<file path="config.mk">
export PLATFORM = sky130hd
export DESIGN_NAME = prog_loader_flat
export DESIGN_NICKNAME = d
export VERILOG_FILES = /design/src/rtl/prog_loader_pkg.sv /design/src/rtl/prog_loader_if.sv /design/src/rtl/prog_loader_dram_dumper.sv /design/src/rtl/prog_loader.sv /design/src/flat_wrapper.sv
export SDC_FILE = /design/constraint.sdc
export NUM_CORES = 1
export LEC_CHECK = 0
export ABC_CLOCK_PERIOD_IN_PS = 1700
export CORE_ASPECT_RATIO = 1.5
export CORE_MARGIN = 1
export CORE_UTILIZATION = 45
export CTS_CLUSTER_DIAMETER = 100
export DETAILED_ROUTE_END_ITERATION = 12
export PLACE_DENSITY = 0.74
export SLEW_MARGIN = 5
export SYNTH_ARGS = -nofsm -noshare
export SYNTH_HDL_FRONTEND = slang
export SYNTH_HIERARCHICAL = 1
export SYNTH_SLANG_ARGS = --single-unit
</file>
<file path="constraint.sdc">
create_clock -name clk -period 1.7 [get_ports clk]
set_clock_uncertainty 0.15 [all_clocks]
set_input_delay 0.255 -clock clk [delete_from_list [all_inputs] [get_ports clk]]
set_output_delay 0.255 -clock clk [all_outputs]
set_load 0.05 [all_outputs]
</file>
<file path="src/rtl/prog_loader_pkg.sv">
// Shared types and constants for the boot loader: FSM state encoding and halt-opcode decode.
package arisc_pkg;

    localparam int W_OPCODE = 4;
    localparam logic [W_OPCODE-1:0] OP_HALT = 4'h0;

    typedef enum logic [2:0] {
        S_LO,
        S_HI,
        S_WR,
        S_START,
        S_BUSY,
        S_WAIT,
        S_DUMP,
        S_DONE
    } state_t;

    function automatic logic is_halt(input logic [W_OPCODE-1:0] opcode);
        return opcode == OP_HALT;
    endfunction

endpackage

</file>
<file path="src/rtl/prog_loader_if.sv">
// Byte-wide valid/ready channel, used for the host byte stream and the optional DRAM dump stream.
interface prog_loader_if;
    logic       valid;
    logic       ready;
    logic [7:0] data;

    modport master (output valid, output data, input ready);
    modport slave  (input valid, input data, output ready);
endinterface

</file>
<file path="src/rtl/prog_loader_dram_dumper.sv">
// Streams every DRAM byte out in address order (only built with DRAM_DUMP_EN).
// Each byte takes read, capture and send phases because the DRAM read has one cycle of latency.
`ifdef DRAM_DUMP_EN
module dram_dumper #(
    parameter int W_ADDR = 8,
    parameter int DEPTH  = 256
) (
    input  logic              clk,
    input  logic              rstn,
    input  logic              go,
    output logic              fin,
    output logic [W_ADDR-1:0] dump_addr,
    input  logic [7:0]        dram_dout,
    prog_loader_if.master     m
);

    localparam logic [1:0] D_IDLE = 2'd0;
    localparam logic [1:0] D_RD   = 2'd1;
    localparam logic [1:0] D_CAP  = 2'd2;
    localparam logic [1:0] D_SEND = 2'd3;
    localparam logic [W_ADDR-1:0] LAST_ADDR = W_ADDR'(DEPTH - 1);

    logic [1:0] phase;

    // m.data is only loaded in D_CAP, so it stays stable while the host stalls m.ready
    always_ff @(posedge clk or negedge rstn) begin
        if (!rstn) begin
            phase     <= D_IDLE;
            dump_addr <= '0;
            m.valid   <= 1'b0;
            m.data    <= '0;
            fin       <= 1'b0;
        end else begin
            fin <= 1'b0;
            case (phase)
                D_IDLE: begin
                    if (go) begin
                        dump_addr <= '0;
                        phase     <= D_RD;
                    end
                end
                D_RD: phase <= D_CAP;
                D_CAP: begin
                    m.data  <= dram_dout;
                    m.valid <= 1'b1;
                    phase   <= D_SEND;
                end
                D_SEND: begin
                    if (m.ready) begin
                        m.valid <= 1'b0;
                        if (dump_addr == LAST_ADDR) begin
                            fin   <= 1'b1;
                            phase <= D_IDLE;
                        end else begin
                            dump_addr <= dump_addr + 1'b1;
                            phase     <= D_RD;
                        end
                    end
                end
                default: phase <= D_IDLE;
            endcase
        end
    end

endmodule
`endif

</file>
<file path="src/rtl/prog_loader.sv">
// Boot loader: packs host bytes into 16-bit words, fills IRAM up to the halt word, runs the cpu.
// Define DRAM_DUMP_EN to stream all DRAM bytes back to the host before flagging done.
module prog_loader
    import arisc_pkg::*;
#(
    parameter int W_INSTR = 16,
    parameter int W_ADDR  = 8,
    parameter int DEPTH   = 256
) (
    input  logic               clk,
    input  logic               rstn,
    prog_loader_if.slave       s,
    output logic               iram_write,
    output logic [W_ADDR-1:0]  iram_addr,
    output logic [W_INSTR-1:0] iram_din,
    output logic               start,
    input  logic               idle,
    output logic               done,
    output logic               err
`ifdef DRAM_DUMP_EN
    ,
    output logic               dump_active,
    output logic [W_ADDR-1:0]  dump_addr,
    input  logic [7:0]         dram_dout,
    prog_loader_if.master      m
`endif
);

    localparam logic [W_ADDR-1:0] LAST_ADDR = W_ADDR'(DEPTH - 1);

    state_t            state;
    state_t            state_nx;
    state_t            after_wait;
    logic [7:0]        lo_byte;
    logic [W_ADDR-1:0] cnt;
    logic              hs;
    logic              dump_fin;

    assign hs = s.valid & s.ready;

`ifdef DRAM_DUMP_EN
    assign after_wait = S_DUMP;

    dram_dumper #(
        .W_ADDR (W_ADDR),
        .DEPTH  (DEPTH)
    ) u_dumper (
        .clk       (clk),
        .rstn      (rstn),
        .go        ((state == S_WAIT) && idle),
        .fin       (dump_fin),
        .dump_addr (dump_addr),
        .dram_dout (dram_dout),
        .m         (m)
    );

    always_ff @(posedge clk or negedge rstn) begin
        if (!rstn) begin
            dump_active <= 1'b0;
        end else begin
            dump_active <= (state_nx == S_DUMP);
        end
    end
`else
    assign after_wait = S_DONE;
    assign dump_fin   = 1'b0;
`endif

    // Idle is only looked at after start, so a cpu still idle in the start cycle is not mistaken for done
    always_comb begin
        state_nx = state;
        case (state)
            S_LO:    if (hs) state_nx = S_HI;
            S_HI:    if (hs) state_nx = S_WR;
            S_WR:    state_nx = (is_halt(lo_byte[W_OPCODE-1:0]) || cnt == LAST_ADDR) ? S_START : S_LO;
            S_START: state_nx = S_BUSY;
            S_BUSY:  if (!idle) state_nx = S_WAIT;
            S_WAIT:  if (idle) state_nx = after_wait;
            S_DUMP:  if (dump_fin) state_nx = S_DONE;
            S_DONE:  state_nx = S_DONE;
            default: state_nx = S_LO;
        endcase
    end

    // Ready, start and done are registered from the next state so every output is a flop
    always_ff @(posedge clk or negedge rstn) begin
        if (!rstn) begin
            state      <= S_LO;
            lo_byte    <= '0;
            cnt        <= '0;
            s.ready    <= 1'b0;
            iram_write <= 1'b0;
            iram_addr  <= '0;
            iram_din   <= '0;
            start      <= 1'b0;
            done       <= 1'b0;
            err        <= 1'b0;
        end else begin
            state      <= state_nx;
            s.ready    <= (state_nx == S_LO) || (state_nx == S_HI);
            iram_write <= (state == S_HI) && hs;
            start      <= (state_nx == S_START);
            done       <= (state_nx == S_DONE);
            if (state == S_LO && hs) begin
                lo_byte <= s.data;
            end
            if (state == S_HI && hs) begin
                iram_din  <= {s.data, lo_byte};
                iram_addr <= cnt;
            end
            if (state == S_WR && !is_halt(lo_byte[W_OPCODE-1:0])) begin
                if (cnt == LAST_ADDR) begin
                    err <= 1'b1;
                end else begin
                    cnt <= cnt + 1'b1;
                end
            end
        end
    end

endmodule
</file>
<file path="src/flat_wrapper.sv">
// flat-port wrapper written by rule: the top's interface ports become plain ports
module prog_loader_flat import arisc_pkg::*;
#(
    parameter int W_INSTR = 16,
    parameter int W_ADDR  = 8,
    parameter int DEPTH   = 256
)
  (clk, rstn, iram_write, iram_addr, iram_din, start, idle, done, err, s_valid, s_data, s_ready);
  prog_loader_if s_i ();
  input  logic clk;
  input  logic rstn;
  output logic iram_write;
  output logic [W_ADDR-1:0] iram_addr;
  output logic [W_INSTR-1:0] iram_din;
  output logic start;
  input  logic idle;
  output logic done;
  output logic err;
  input wire logic [$bits(s_i.valid)-1:0] s_valid;
  input wire logic [$bits(s_i.data)-1:0] s_data;
  output wire logic [$bits(s_i.ready)-1:0] s_ready;
  assign s_i.valid = s_valid;
  assign s_i.data = s_data;
  assign s_ready = s_i.ready;
  prog_loader #(.W_INSTR(W_INSTR), .W_ADDR(W_ADDR), .DEPTH(DEPTH)) u_core (.clk(clk), .rstn(rstn), .s(s_i), .iram_write(iram_write), .iram_addr(iram_addr), .iram_din(iram_din), .start(start), .idle(idle), .done(done), .err(err));
endmodule
</file>
==> metrics.csv <==
metric,value,unit
fp.dieW,55.8,microns
dieArea,0.00461,sq mm
syn_nets,145,
power,1.87,mW
dp_slack,-187,ps
synthXorXnorAreaFrac,0.0314,
synthSimpleGateAreaFrac,0.0943,
finalSetupTns,0,ps
syn_area,0.00195,sq mm
critical_path_class,flip-flop to flip-flop,
synth_cells,132,
fin_ws,61.5,ps
cts_buffers,5,
leakagePower,1.32,nW
drtPass1Iterations,4,
crit_fanout,4,
htreeDepth,2,
drv_slew,0,
port_buffers,40,
crit_slowest_cell,or4_4,
path_cells,or4_4 -> o211a_1 -> nand4_1 -> xnor2_1,
finalSetupViolCount,0,
drt_wl_total,3.55,mm
drive_gt1_frac,0.513,
worstSkewPairLatency,290,ps
fmax,610,MHz
synth.distinct_cells,27,
tightest_slew,278,ps
final_net_count,199,
synth_top_family_by_area,multiplexers,
synthTopCellsByCount,"dfrtp_1, mux2_2, nand2_1",
place_congestion,0.815,
synthTopCellsByArea,"dfrtp_1, mux2_2, xnor2_1",
cp-start-kind,flip-flop,
synth_most_common_cell,dfrtp_1,
drt_iter0_markers,19,
path_clk_slew,80,ps
dp.cells,222,
synth_fa_ha_area_frac,0.00641,
fp.dieH,82.6,microns
syn_to_final_growth,28.8,%
drc,0,
async_flop_share,1.00,
synth_top_area_frac,0.616,
clkSinkCount,48,
muxShareOfSynthArea,0.190,
avgRoutedWirePerCell,15.2,microns
grt_start_max_net_pins,44,
grt_first_pass_wirelength,5.79,mm
hold_class,input port to async pin,
row_count,29,
period_minus_slack,1640,ps
diodes,0,
core_region_area,0.00421,sq mm
p_per_area,745,mW/mm^2
yosysSeqAreaShare,0.616,
rsz0062_at_grt,true,
post-route-period-util,0.964,
grt_pass1_vias,1245,
avgSynthCellArea,14.8,sq um
critPathArrivalTime,1700,ps
cts_tree,done,
hpwl,2.54,mm
status,completed,
critPathCaptureType,flip-flop,
via_per_inst,5.20,
final_hold_viol_count,0,
stdcell_count,233,
maxSlewHeadroom,0.814,
vias,1212,
yosysWarnings,6,
grt_overflow_total,0,
antenna_found_initial,0,
start_util,0.463,
final_core_util,0.597,
cts_root_buf,clkbuf_8,
yosys.area.top_type,dfrtp_1,
synth_ff_type,dfrtp_1,
ir_worst_vdd,0.678,mV
ioPinCount,41,
ys_ff_latch,48,
ant_nets,0,
synth_compound_area_frac,0.0385,
cp.required,1760,ps
grt_usage,0.168,
drv_cap,0,
cts_buffer_depth,2,
synth_edf_count,0,
slowest_delay,590,ps
[repair_timing]
| action | CTS | global route |
|---|---|---|
| hold buffers | 1 | 0 |
| resized for setup | 0 | 7 |
| setup buffers | 0 | 2 |
| setup endpoints to repair | 0 | 16 |
| hold endpoints to repair | 48 | 0 |
[cells by family after synthesis]
logic type                 Yosys count
adders and majority gates            1
buffers and inverters                6
xor gates and xnor gates             7
and+or+nand+nor                     29
muxes                               33
DFF                                 48
AOI/OAI and AO/OA                    8
[registers in the layout, indices dropped and copies added (netlist names)]
| register | flops |
|---|---|
| u_core/s.ready | 1 |
| u_core/iram_write | 1 |
| u_core/cnt | 8 |
| u_core/state | 3 |
| u_core/done | 1 |
| u_core/start | 1 |
| u_core/lo_byte | 8 |
| u_core/err | 1 |
| u_core/iram_din | 16 |
| u_core/iram_addr | 8 |
[layout make-up]
| type | count | area [sq um] |
|---|---|---|
| clock buffer | 8 | 90.1 |
| inverter | 2 | 7.51 |
| timing repair buffer | 51 | 433 |
| tap | 46 | 57.6 |
| fill | 353 | 1700 |
| multi-input combinational | 78 | 719 |
| sequential | 48 | 1200 |
[final timing paths]
path,startpoint,end,slack (ps),depth (start not counted)
worst min register to register,u_core/cnt[6],u_core/cnt[6],360,1
worst min-delay path,rstn,u_core/iram_addr[3],170,2
worst max-delay path,u_core/lo_byte[1],u_core/cnt[4],60,4
max in group asynchronous,rstn,u_core/state[2],770,3
worst max register to register,u_core/lo_byte[1],u_core/cnt[4],60,4
min in group clk,u_core/cnt[6],u_core/cnt[6],360,1
[through the flow]
step / cell area [sq um] / hold WS [ps]
global route: 2510 / 167
CTS: 2480 / 162
finish: 2510 / 167
detailed placement: 2380 / -53.4
global placement: 2380 / -55.3
floorplan: 1950 / -191
[metal layers]
layer | part of all wire | track usage | vias to the layer above
met4 | 0.016 | 0.0750 | 0
li1 | - | - | 571
met2 | 0.56 | 0.313 | 22
met1 | 0.39 | 0.180 | 613
met5 | 0 | 0 | -
met3 | 0.033 | 0.0405 | 6
[critical path, delay by kind of cell (launching register included)]
family | cells | cell delay [ps]
flip-flops | 1 | 390
AND/OR/NAND/NOR | 2 | 710
XOR/XNOR | 1 | 130
AO/OA/AOI/OAI | 1 | 180
[where the power goes]
group	switching [mW]	total (mW)	internal (mW)
Combinational	0.0298	0.0581	0.0283
Clock	0.341	0.673	0.332
Sequential	0.000455	1.14	1.14
[layout by cell type (no fill, tap or decap), types with 2 or more instances in the layout]
cell type        count
clkbuf_1             2
nand4_1              3
clkdlybuf4s50_1     10
buf_4               37
dfrtp_1             45
clkbuf_8             6
nor3_2               2
inv_1                2
a21o_2               2
xor2_1               3
nand2_1              7
nor2_1               5
mux2_2              32
xnor2_1              4
buf_12               2
nand3_1              2
dfrtp_2              3
nand2_2              3
Power figures use the tool's default switching activity.
